**config.mk**
```make
export PLATFORM = sky130hd
export DESIGN_NAME = conv_window_gen
export DESIGN_NICKNAME = d
export VERILOG_FILES = /design/src/rtl/conv_window_gen.sv
export SDC_FILE = /design/constraint.sdc
export NUM_CORES = 1
export LEC_CHECK = 0
export ABC_AREA = 1
export CORE_ASPECT_RATIO = 0.9
export CORE_MARGIN = 1.5
export CORE_UTILIZATION = 60
export DETAILED_ROUTE_END_ITERATION = 7
export DONT_BUFFER_PORTS = 1
export PLACE_DENSITY = 0.76
export SLEW_MARGIN = 10
export SYNTH_ARGS = -nofsm -noshare
export SYNTH_HDL_FRONTEND = slang
export SYNTH_SLANG_ARGS = --single-unit
```
**constraint.sdc**
```tcl
create_clock -name clk -period 5.5 [get_ports clk]
set_input_delay 1.1 -clock clk [delete_from_list [all_inputs] [get_ports clk]]
set_output_delay 1.1 -clock clk [all_outputs]
set_load 0.005 [all_outputs]
```
**src/rtl/conv_window_gen.sv**
```systemverilog
// -----------------------------------------------------------------------------
// conv_window_gen
//   Streaming sliding-window generator. Pixels arrive one per cycle in raster
//   order; the block keeps KERNEL_LENGTH-1 previous rows in line buffers and a
//   KERNEL_LENGTH x KERNEL_WIDTH shift-register window. For every valid output
//   position (no padding, stride 1) it presents the packed window on map_out
//   through a one-deep registered output stage.
//
// Ports
//   clk          : single clock, rising edge
//   rst          : synchronous active-high reset
//   pixel_in     : input pixel, raster order
//   pixel_valid  : pixel_in valid
//   pixel_ready  : block can accept a pixel this cycle
//   map_out      : packed window, element (r,c) at [DATA_SIZE*(r*KW+c) +: DATA_SIZE]
//   map_valid    : map_out holds a valid window
//   map_ready    : downstream takes map_out this cycle
//   frame_done   : high with map_valid on the last window of a frame
// -----------------------------------------------------------------------------
module conv_window_gen #(
  parameter int DATA_SIZE     = 8,
  parameter int KERNEL_WIDTH  = 3,
  parameter int KERNEL_LENGTH = 3,
  parameter int IMG_WIDTH     = 8,
  parameter int IMG_HEIGHT    = 8
) (
  input  logic                                              clk,
  input  logic                                              rst,
  input  logic [DATA_SIZE-1:0]                              pixel_in,
  input  logic                                              pixel_valid,
  output logic                                              pixel_ready,
  output logic [DATA_SIZE*KERNEL_WIDTH*KERNEL_LENGTH-1:0]   map_out,
  output logic                                              map_valid,
  input  logic                                              map_ready,
  output logic                                              frame_done
);

  localparam int MAP_W = DATA_SIZE * KERNEL_WIDTH * KERNEL_LENGTH;
  localparam int CW    = (IMG_WIDTH  > 1) ? $clog2(IMG_WIDTH)  : 1;
  localparam int RW    = (IMG_HEIGHT > 1) ? $clog2(IMG_HEIGHT) : 1;

  localparam logic [CW-1:0] COL_LAST  = CW'(IMG_WIDTH - 1);
  localparam logic [RW-1:0] ROW_LAST  = RW'(IMG_HEIGHT - 1);
  localparam logic [CW-1:0] COL_FIRST = CW'(KERNEL_WIDTH - 1);
  localparam logic [RW-1:0] ROW_FIRST = RW'(KERNEL_LENGTH - 1);

  logic [CW-1:0] col;
  logic [RW-1:0] row;

  // line_buf[0] holds the most recent previous row, line_buf[KL-2] the oldest.
  logic [DATA_SIZE-1:0] line_buf [0:KERNEL_LENGTH-2][0:IMG_WIDTH-1];
  logic [DATA_SIZE-1:0] win      [0:KERNEL_LENGTH-1][0:KERNEL_WIDTH-1];
  logic [DATA_SIZE-1:0] win_next [0:KERNEL_LENGTH-1][0:KERNEL_WIDTH-1];
  logic [DATA_SIZE-1:0] new_col  [0:KERNEL_LENGTH-1];
  logic [MAP_W-1:0]     win_packed;

  logic accept;
  logic emit;
  logic last_pos;

  // One-deep output register: free whenever it is empty or being drained.
  assign pixel_ready = !map_valid || map_ready;
  assign accept      = pixel_valid && pixel_ready;
  assign emit        = accept && (row >= ROW_FIRST) && (col >= COL_FIRST);
  assign last_pos    = (row == ROW_LAST) && (col == COL_LAST);

  // Column entering the window: stored rows oldest-first on top, live pixel at the bottom.
  always_comb begin
    for (int r = 0; r < KERNEL_LENGTH; r++) begin
      new_col[r] = '0;
    end
    for (int r = 0; r < KERNEL_LENGTH - 1; r++) begin
      new_col[r] = line_buf[KERNEL_LENGTH-2-r][col];
    end
    new_col[KERNEL_LENGTH-1] = pixel_in;
  end

  // Window after this accept: shift left, new column on the right, then pack.
  always_comb begin
    win_packed = '0;
    for (int r = 0; r < KERNEL_LENGTH; r++) begin
      for (int c = 0; c < KERNEL_WIDTH - 1; c++) begin
        win_next[r][c] = win[r][c+1];
      end
      win_next[r][KERNEL_WIDTH-1] = new_col[r];
    end
    for (int r = 0; r < KERNEL_LENGTH; r++) begin
      for (int c = 0; c < KERNEL_WIDTH; c++) begin
        win_packed[DATA_SIZE*(r*KERNEL_WIDTH+c) +: DATA_SIZE] = win_next[r][c];
      end
    end
  end

  // Raster position counters; wrap straight into the next frame.
  always_ff @(posedge clk) begin
    if (rst) begin
      col <= '0;
      row <= '0;
    end else if (accept) begin
      if (col == COL_LAST) begin
        col <= '0;
        row <= (row == ROW_LAST) ? '0 : row + 1'b1;
      end else begin
        col <= col + 1'b1;
      end
    end else begin
      col <= col;
      row <= row;
    end
  end

  // Line buffers and window shift registers; contents are don't-care after reset
  // because row/column gating keeps stale data out of emitted windows.
  always_ff @(posedge clk) begin
    if (accept) begin
      line_buf[0][col] <= pixel_in;
      for (int k = 1; k < KERNEL_LENGTH - 1; k++) begin
        line_buf[k][col] <= line_buf[k-1][col];
      end
      for (int r = 0; r < KERNEL_LENGTH; r++) begin
        for (int c = 0; c < KERNEL_WIDTH; c++) begin
          win[r][c] <= win_next[r][c];
        end
      end
    end
  end

  // Output register: load on an emitting accept, drop valid once drained.
  always_ff @(posedge clk) begin
    if (rst) begin
      map_out    <= '0;
      map_valid  <= 1'b0;
      frame_done <= 1'b0;
    end else if (emit) begin
      map_out    <= win_packed;
      map_valid  <= 1'b1;
      frame_done <= last_pos;
    end else if (map_valid && map_ready) begin
      map_out    <= map_out;
      map_valid  <= 1'b0;
      frame_done <= 1'b0;
    end else begin
      map_out    <= map_out;
      map_valid  <= map_valid;
      frame_done <= frame_done;
    end
  end

endmodule
```
==> results.py, run 1 <==
metrics = {
    "run_status": {
        "outcome": "finished, final reports clean",
    },
    "routing": {
        "wirelength_mm": 19.4,
        "drt_first_pass_iters": 4,
        "detail_route.wl_per_cell_um": 16.8,
        "detail-route-antenna-nets": 0,
        "initialDrtViolationCount": 422,
        "vias_per_cell": 5.39,
        "drc": 0,
        "vias": 6234,
    },
    "global_routing": {
        "grt-ovfl-total": 0,
        "grt_first_pass_wirelength_mm": 29.5,
        "grt_pass1_vias": 5747,
        "grt_max_degree": 81,
        "antenna_found_initial": 0,
        "grt.total_usage": 0.228,
    },
    "clock_tree": {
        "clk_path_buf_depth": 3,
        "clk_latency_ps": 510,
        "cts_resized": 0,
        "cts_tree": "yes",
        "cts_root_buffer": "clkbuf_16",
        "htreeDepth": 1,
        "path_clk_slew_ps": 60,
        "postCtsHoldBufs": 0,
        "post-cts-setup-buffers": 0,
        "cts.sinks": 256,
        "numCtsBuffers": 24,
    },
    "timing": {
        "min_period_over_period": 0.545,
        "layout_setup_ws_ps": 2510,
        "fin_tns_setup_ps": 0,
        "timing_hold_violations_final": 0,
        "finClkSkew_ps": 11.1,
        "worst_pin_slew_ps": 1010,
        "finalSetupViolations": 0,
        "rsz0062_at_grt": "false",
        "max_freq_ghz": 0.334,
        "min_period_ps": 2990,
        "maxSlewHeadroom": 0.328,
        "whs_ps": 449,
        "drv_slew": 0,
    },
    "final_layout": {
        "num_antenna_cells": 0,
        "synthToLayoutAreaGrowth_pct": 10.0,
        "layout_commonest_cell": "nand2_1",
        "nets": 949,
        "layout_common_cells": "442 x nand2_1, 176 x edfxtp_1, 79 x dfxtp_1",
        "finalNonFillerCells": 1156,
        "drive_gt1_frac": 0.0674,
        "fin_util": 0.670,
        "postLayoutCellArea_sq_um": 10700,
    },
    "worst_setup_path": {
        "critPathTopFamily": "simple AND/OR/NAND/NOR gates",
        "crit_slowest_cell": "nor3_4",
        "cp-start-kind": "flop",
        "path_common_cell": "buf_4",
        "path_buf_inv": 3,
        "max_stage_delay_ps": 810,
        "path_cells": "buf_4, inv_2, buf_4, nand2_1, nor3_4",
        "crit_type": "reg -> reg",
        "worst_ep_arrival_time_ps": 3120,
        "cp_max_fo": 70,
        "cp.required_ps": 5620,
        "endpoint_kind": "flop",
    },
    "die": {
        "initial_core_util": 0.609,
        "row_count": 44,
        "coreArea_sq_um": 16000,
        "dieArea_sq_um": 17000,
        "die_h_um": 124,
        "die_width_um": 137,
        "pin_count": 87,
    },
    "flow_run": {
        "maxCapViolCount": 0,
    },
    "placed_design": {
        "dp_hpwl_mm": 11.3,
        "place_congestion": 0.775,
        "port_buffers": 0,
        "placed_cells": 1112,
        "pre_cts_ws_ps": 2030,
        "dpl_cell_area_sq_um": 9960,
    },
    "yosys": {
        "synth_seq_cells": 256,
        "synth_warnings": 0,
        "syn_avg_cell_area_sq_um": 10.4,
        "netlist_area_sq_um": 9750,
        "synthCells": 940,
        "yosysUniqueCellTypes": 21,
        "synth_fp_nets": 958,
        "seq_area_frac_synth": 0.706,
    },
    "hold_path": {
        "hold_path.class": "reg -> reg",
    },
    "power": {
        "power_mw": 4.00,
        "peakVddDrop_mv": 0.329,
        "p_per_area_nw_per_um2": 373,
        "p_leak_nw": 4.17,
    },
}
[routing by layer]
layer  wire [um]  up-vias  track usage
met5           0        -            0
met4         429        0       0.0737
met3        1650       36       0.0537
met2        9260      232        0.377
met1        8060     2893        0.300
li1            -     3073            -
[layout make-up]
cell class / count / area (sq um)
clock buffers: 41 / 756
clock inverters: 3 / 15.0
fillers: 1158 / 5290
inverters: 45 / 169
multi-input cells: 588 / 2520
flip-flops and latches: 256 / 6890
well taps: 207 / 259
repair buffers: 16 / 120
[sequential cells by signal, indices dropped and copies added (netlist names)]
signal	flops
col	3
row	3
map_out	72
map_valid	1
win	48
line_buf	128
frame_done	1
[power breakdown]
| group | internal (mW) | switching [mW] |
|---|---|---|
| clock network | 0.929 | 0.655 |
| logic | 0.0523 | 0.183 |
| registers | 2.16 | 0.0222 |
| total | 3.14 | 0.860 |
[synth_stat cells]
cell type	n	area [sq um]
nand2_1	442	1660
edfxtp_1	176	5290
dfxtp_1	80	1600
a21oi_1	75	375
inv_1	43	161
clkbuf_1	28	105
nand3_1	26	130
buf_2	19	95.1
nor2_1	17	63.8
nand4_1	7	43.8
ha_1	6	75.1
a211oi_1	5	37.5
nor4_1	4	25.0
nor3_1	3	15.0
buf_6	2	22.5
inv_2	2	7.51
a21boi_4	1	18.8
buf_1	1	3.75
buf_4	1	7.51
nand3_2	1	10.0
nor2_2	1	6.26
[cell families (layout without fill, tap and decap cells)]
kind of cell | after synthesis | count (layout) | share of synthesized area
flip-flops | 256 | 256 | 0.706
AND/OR/NAND/NOR | 501 | 501 | 0.200
adder cells (fa/ha/maj) | 6 | 6 | 0.00770
buffers and inverters | 96 | 105 | 0.0413
AO/OA/AOI/OAI | 81 | 81 | 0.0443
[final timing paths]
kind | cells past startpoint | slack (ps) | to | start
hold / removal | 0 | 450 | win[2][11]$_DFFE_PP_ | win[2][3]$_DFFE_PP_
hold reg to reg | 0 | 450 | win[2][11]$_DFFE_PP_ | win[2][3]$_DFFE_PP_
setup reg to reg | 5 | 2510 | line_buf[0][28]$_DFFE_PP_ | col[0]$_SDFFE_PP0P_
setup / recovery | 5 | 2510 | line_buf[0][28]$_DFFE_PP_ | col[0]$_SDFFE_PP0P_
Power figures use the tool's default switching activity.
==> inputs of run 2 (changes only) <==
Settings changed: CORE_UTILIZATION 60 to 57, PLACE_DENSITY 0.76 to 0.75.
Clock period 5.5 ns to 2.6 ns, I/O delays scaled along.
==> results.py, run 2 (same netlist as run 1, synthesis figures left out) <==
metrics = {
    "run_status": {
        "outcome": "finished, final reports clean",
    },
    "final_layout": {
        "nets": 960,
        "largest_reg_flops": 128,
        "num_antenna_cells": 0,
        "fin_util": 0.648,
        "layout_common_cells": "441 x nand2_1, 176 x edfxtp_1, 79 x dfxtp_1",
        "layout_commonest_cell": "nand2_1",
        "drive_gt1_frac": 0.0824,
        "synthToLayoutAreaGrowth_pct": 11.6,
        "largest-register": "line_buf",
        "largestRegisters": "line_buf: 128 flops, map_out: 72 flops, win: 48 flops",
    },
    "clock_tree": {
        "cts_tree": "yes",
        "clk_path_buf_depth": 3,
        "cts_resized": 0,
        "path_clk_slew_ps": 60,
        "postCtsHoldBufs": 0,
        "post-cts-setup-buffers": 0,
        "cts_root_buffer": "clkbuf_16",
        "cts.sinks": 256,
        "numCtsBuffers": 25,
        "htreeDepth": 1,
        "clk_latency_ps": 520,
    },
    "global_routing": {
        "grt_first_pass_wirelength_mm": 32.7,
        "grt.total_usage": 0.234,
        "grt_max_degree": 81,
        "grt_pass1_vias": 6200,
        "antenna_found_initial": 0,
        "grt-ovfl-total": 0,
    },
    "worst_setup_path": {
        "path_common_cell": "nand2_1",
        "cp-start-kind": "flop",
        "cp.required_ps": 2840,
        "crit_slowest_cell": "buf_4",
        "endpoint_kind": "flop",
        "cp_max_fo": 66,
        "crit_type": "reg -> reg",
        "path_cells": "buf_4, nand2_1, nand2_1, nand2_1, nand2_1, nand2_1, nand2_1",
        "max_stage_delay_ps": 560,
        "worst_ep_arrival_time_ps": 2350,
    },
    "die": {
        "die_h_um": 127,
        "initial_core_util": 0.581,
        "pin_count": 87,
        "die_width_um": 141,
        "row_count": 45,
        "coreArea_sq_um": 16800,
        "dieArea_sq_um": 17900,
    },
    "placed_design": {
        "place_congestion": 0.827,
        "dp_hpwl_mm": 12.7,
        "port_buffers": 0,
    },
    "routing": {
        "detail_route.wl_per_cell_um": 17.6,
        "drc": 0,
        "drt_first_pass_iters": 5,
        "vias": 6436,
        "wirelength_mm": 20.6,
        "vias_per_cell": 5.50,
        "initialDrtViolationCount": 529,
        "detail-route-antenna-nets": 0,
    },
    "power": {
        "p_clk_frac": 0.394,
        "power.share.switching": 0.220,
        "p_leak_nw": 4.24,
        "peakVddDrop_mv": 0.584,
        "p_switching_mw": 1.87,
        "pwr-share-seq": 0.542,
        "combPwrFrac": 0.064,
        "power_mw": 8.50,
        "p_int_mw": 6.63,
        "p_per_area_nw_per_um2": 781,
    },
    "timing": {
        "min_period_ps": 2100,
        "whs_ps": 65.4,
        "worst_pin_slew_ps": 910,
        "finClkSkew_ps": 15.0,
        "timing_hold_violations_final": 0,
        "maxSlewHeadroom": 0.393,
        "finalSetupViolations": 0,
        "rsz0062_at_grt": "false",
        "drv_slew": 0,
        "min_period_over_period": 0.809,
        "max_freq_ghz": 0.476,
        "fin_tns_setup_ps": 0,
    },
    "hold_path": {
        "hold_path.class": "in -> reg",
    },
    "flow_run": {
        "maxCapViolCount": 0,
    },
}
[run 2: stage by stage]
| step | std cells | instance area [sq um] | worst slack (ps) |
|---|---|---|---|
| floorplan | 940 | 9880 | -229 |
| global placement | 1126 | 10100 | 610 |
| detailed placement | 1126 | 10100 | 561 |
| CTS | 1170 | 10900 | 542 |
| global route | 1170 | 10900 | 427 |
| finish | 1170 | 10900 | 498 |
[run 2: path summary, 6_finish.rpt]
check	end	start	slack, ps	depth (start not counted)
max	line_buf[0][127]$_DFFE_PP_	col[0]$_SDFFE_PP0P_	500	7
max reg2reg	line_buf[0][127]$_DFFE_PP_	col[0]$_SDFFE_PP0P_	500	7
min reg2reg	win[0][11]$_DFFE_PP_	win[0][3]$_DFFE_PP_	440	0
min	map_out[48]$_SDFFE_PP0P_	rst	70	1
[run 2: area by class of cell]
type | instances | area (sq um)
multi-input cells | 588 | 2560
inverters | 45 | 181
fillers | 1302 | 5900
flip-flops and latches | 256 | 6890
clock inverters | 5 | 28.8
repair buffers | 26 | 220
clock buffers | 39 | 738
well taps | 211 | 264
[run 2: power by group through the flow]
| stage | clock [mW] | sequential (mW) | combinational, mW |
|---|---|---|---|
| 6_report | 3.35 | 4.60 | 0.547 |
| 5_1_grt | 3.57 | 4.61 | 0.604 |
| 4_1_cts | 3.40 | 4.60 | 0.543 |
| 3_5_place_dp | 0 | 4.69 | 0.538 |
| 3_3_place_gp | 0 | 4.69 | 0.526 |
| 2_1_floorplan | 0 | 4.68 | 0.372 |
[run 2: critical path: cells and delay by family, from the launching register on]
| family | cells | cell delay (ps) |
|---|---|---|
| buf+inv | 1 | 560 |
| flops | 1 | 330 |
| simple gates | 6 | 890 |
[run 2: per-layer routing]
layer,wire length (um),vias to the layer above,global-route usage
met1,8430,3041,0.327
li1,-,3089,-
met4,565,0,0.0711
met5,0,-,0
met2,9680,265,0.380
met3,1930,41,0.0401
==> inputs of run 3 (changes only) <==
Clock period 2.6 ns to 1.8 ns, I/O delays scaled along.
==> results.py, run 3 (same netlist as run 1, synthesis figures left out) <==
metrics = {
    "die": {
        "die_h_um": 127,
        "pin_count": 87,
        "die_width_um": 141,
        "row_count": 45,
        "initial_core_util": 0.581,
        "coreArea_sq_um": 16800,
        "dieArea_sq_um": 17900,
    },
    "hold_path": {
        "hold_path_end": "map_out[44]$_SDFFE_PP0P_",
        "hold_path.class": "in -> reg",
        "hold_depth": 3,
        "min_from": "rst",
    },
    "global_routing": {
        "grt_max_degree": 81,
        "antenna_found_initial": 2,
        "grt.total_usage": 0.235,
        "grt_first_pass_wirelength_mm": 32.5,
        "grt_pass1_vias": 5857,
        "grt-ovfl-total": 0,
    },
    "timing": {
        "min_period_over_period": 0.943,
        "rsz0062_at_grt": "false",
        "min_period_ps": 1700,
        "finalSetupViolations": 0,
        "finClkSkew_ps": 6.85,
        "worst_pin_slew_ps": 562,
        "fin_tns_setup_ps": 0,
        "max_freq_ghz": 0.589,
        "maxSlewHeadroom": 0.624,
        "whs_ps": 7.15,
        "timing_hold_violations_final": 0,
        "drv_slew": 0,
    },
    "routing": {
        "initialDrtViolationCount": 614,
        "vias": 6488,
        "drc": 0,
        "vias_per_cell": 5.43,
        "drt_first_pass_iters": 6,
        "detail-route-antenna-nets": 0,
        "detail_route.wl_per_cell_um": 17.6,
        "wirelength_mm": 21.0,
    },
    "placed_design": {
        "placed_cells": 1136,
        "port_buffers": 0,
        "place_congestion": 0.818,
        "dp_hpwl_mm": 12.7,
        "dpl_cell_area_sq_um": 10500,
    },
    "final_layout": {
        "largest_reg_flops": 128,
        "largestRegisters": "line_buf: 128 flops, map_out: 72 flops, win: 48 flops",
        "drive_gt1_frac": 0.109,
        "nets": 981,
        "multi_input_comb_area_sq_um": 2640,
        "synthToLayoutAreaGrowth_pct": 17.0,
        "largest-register": "line_buf",
        "postLayoutCellArea_sq_um": 11400,
        "num-fill-cells": 1197,
        "layout_commonest_cell": "nand2_1",
        "layout_common_cells": "441 x nand2_1, 176 x edfxtp_1, 77 x dfxtp_1",
        "finalNonFillerCells": 1194,
        "seq_area_sq_um": 6890,
    },
    "power": {
        "power.share.switching": 0.225,
        "p_int_mw": 9.75,
        "combPwrFrac": 0.081,
        "p_switching_mw": 2.83,
        "pwr-share-seq": 0.529,
        "p_leak_nw": 4.42,
        "p_per_area_nw_per_um2": 1100,
        "peakVddDrop_mv": 0.711,
        "p_clk_frac": 0.390,
    },
    "clock_tree": {
        "path_clk_slew_ps": 60,
        "numCtsBuffers": 25,
        "cts_tree": "yes",
        "htreeDepth": 1,
        "cts_root_buffer": "clkbuf_16",
        "post-cts-setup-buffers": 0,
        "clk_path_buf_depth": 3,
        "clk_latency_ps": 530,
        "cts.sinks": 256,
    },
    "worst_setup_path": {
        "rr_endpoint": "line_buf[0][71]$_DFFE_PP_",
        "worst_ep_arrival_time_ps": 1930,
        "cp_max_fo": 16,
        "reg2reg_from": "map_valid$_SDFFE_PP0P_",
        "endpoint_kind": "flop",
        "crit_type": "reg -> reg",
        "cp.required_ps": 2040,
        "reg2reg_depth": 4,
        "rrSetupSlack_ps": 100,
        "cp-start-kind": "flop",
    },
    "run_status": {
        "outcome": "finished, final reports clean",
    },
    "flow_run": {
        "maxCapViolCount": 0,
    },
}
## run 3: cell types whose count changed in the layout (fill, tap and decap cells not counted), sizes merged
| cell | change |
|---|---|
| clkbuf | +1 |
| diode | +1 |
| clkinv | +1 |
| buf | +11 |
| dlygate4sd3 | +10 |
## run 3: layout make-up
cell class,instances,share of cell area
inverters,45,0.0161
repair buffers,47,0.0557
well taps,211,0.0232
multi-input cells,588,0.232
clock buffers,40,0.0651
flip-flops and latches,256,0.604
diodes,1,0.000219
clock inverters,6,0.00362
## run 3: layer usage
metal  wire, um  share of wire  GRT usage  vias to the layer above
met5          0              0          0                        -
met4        438          0.021     0.0619                        0
met3       1710          0.081     0.0480                       32
met2       9660           0.46      0.364                      239
met1       9200           0.44      0.342                     3074
li1           -              -          -                     3143
## run 3: how the worst max path moves through the flow
stage          slack, ps  cells after the start                         end                   start
4_1_cts                9                      8    map_out[56]$_SDFFE_PP0P_     col[1]$_SDFFE_PP0P_
6_report             100                      4   line_buf[0][71]$_DFFE_PP_  map_valid$_SDFFE_PP0P_
3_5_place_dp          20                      8    map_out[56]$_SDFFE_PP0P_     col[1]$_SDFFE_PP0P_
3_3_place_gp         100                      4   line_buf[0][66]$_DFFE_PP_             pixel_valid
5_1_grt                4                      7  line_buf[0][112]$_DFFE_PP_     col[0]$_SDFFE_PP0P_
2_1_floorplan       -870                      5    line_buf[0][0]$_DFFE_PP_               map_ready
## run 3: per-stage QoR
step / util / total power, mW / setup WS [ps]
after floorplan: - / 7.31 / -869
after CTS: 0.677 / 12.6 / 8.81
after global routing: 0.679 / 13.0 / 4.19
after detailed placement: 0.625 / 7.70 / 22.2
after global placement: 0.625 / 7.69 / 101
final: 0.680 / 12.6 / 103
## run 3: worst max-delay path, cell delays in order (launching register included)
cell,delay [ps]
dfxtp_2,350
a21boi_4,300
inv_2,230
nor4_4,310
buf_12,200
## run 3: power groups by stage
stage                     registers [mW]  clock network (mW)  logic, mW
after floorplan                     6.76                   0      0.548
after global placement              6.77                   0      0.918
after detailed placement            6.78                   0      0.924
after CTS                           6.65                5.00      0.978
after global routing                6.67                5.24       1.12
final                               6.66                4.90       1.02
## run 3: repair_timing
| item | CTS | global route |
|---|---|---|
| hold endpoints to repair | 151 | 70 |
| setup endpoints to repair | 0 | 33 |
| gates resized for setup | 0 | 1 |
| hold buffers | 8 | 3 |
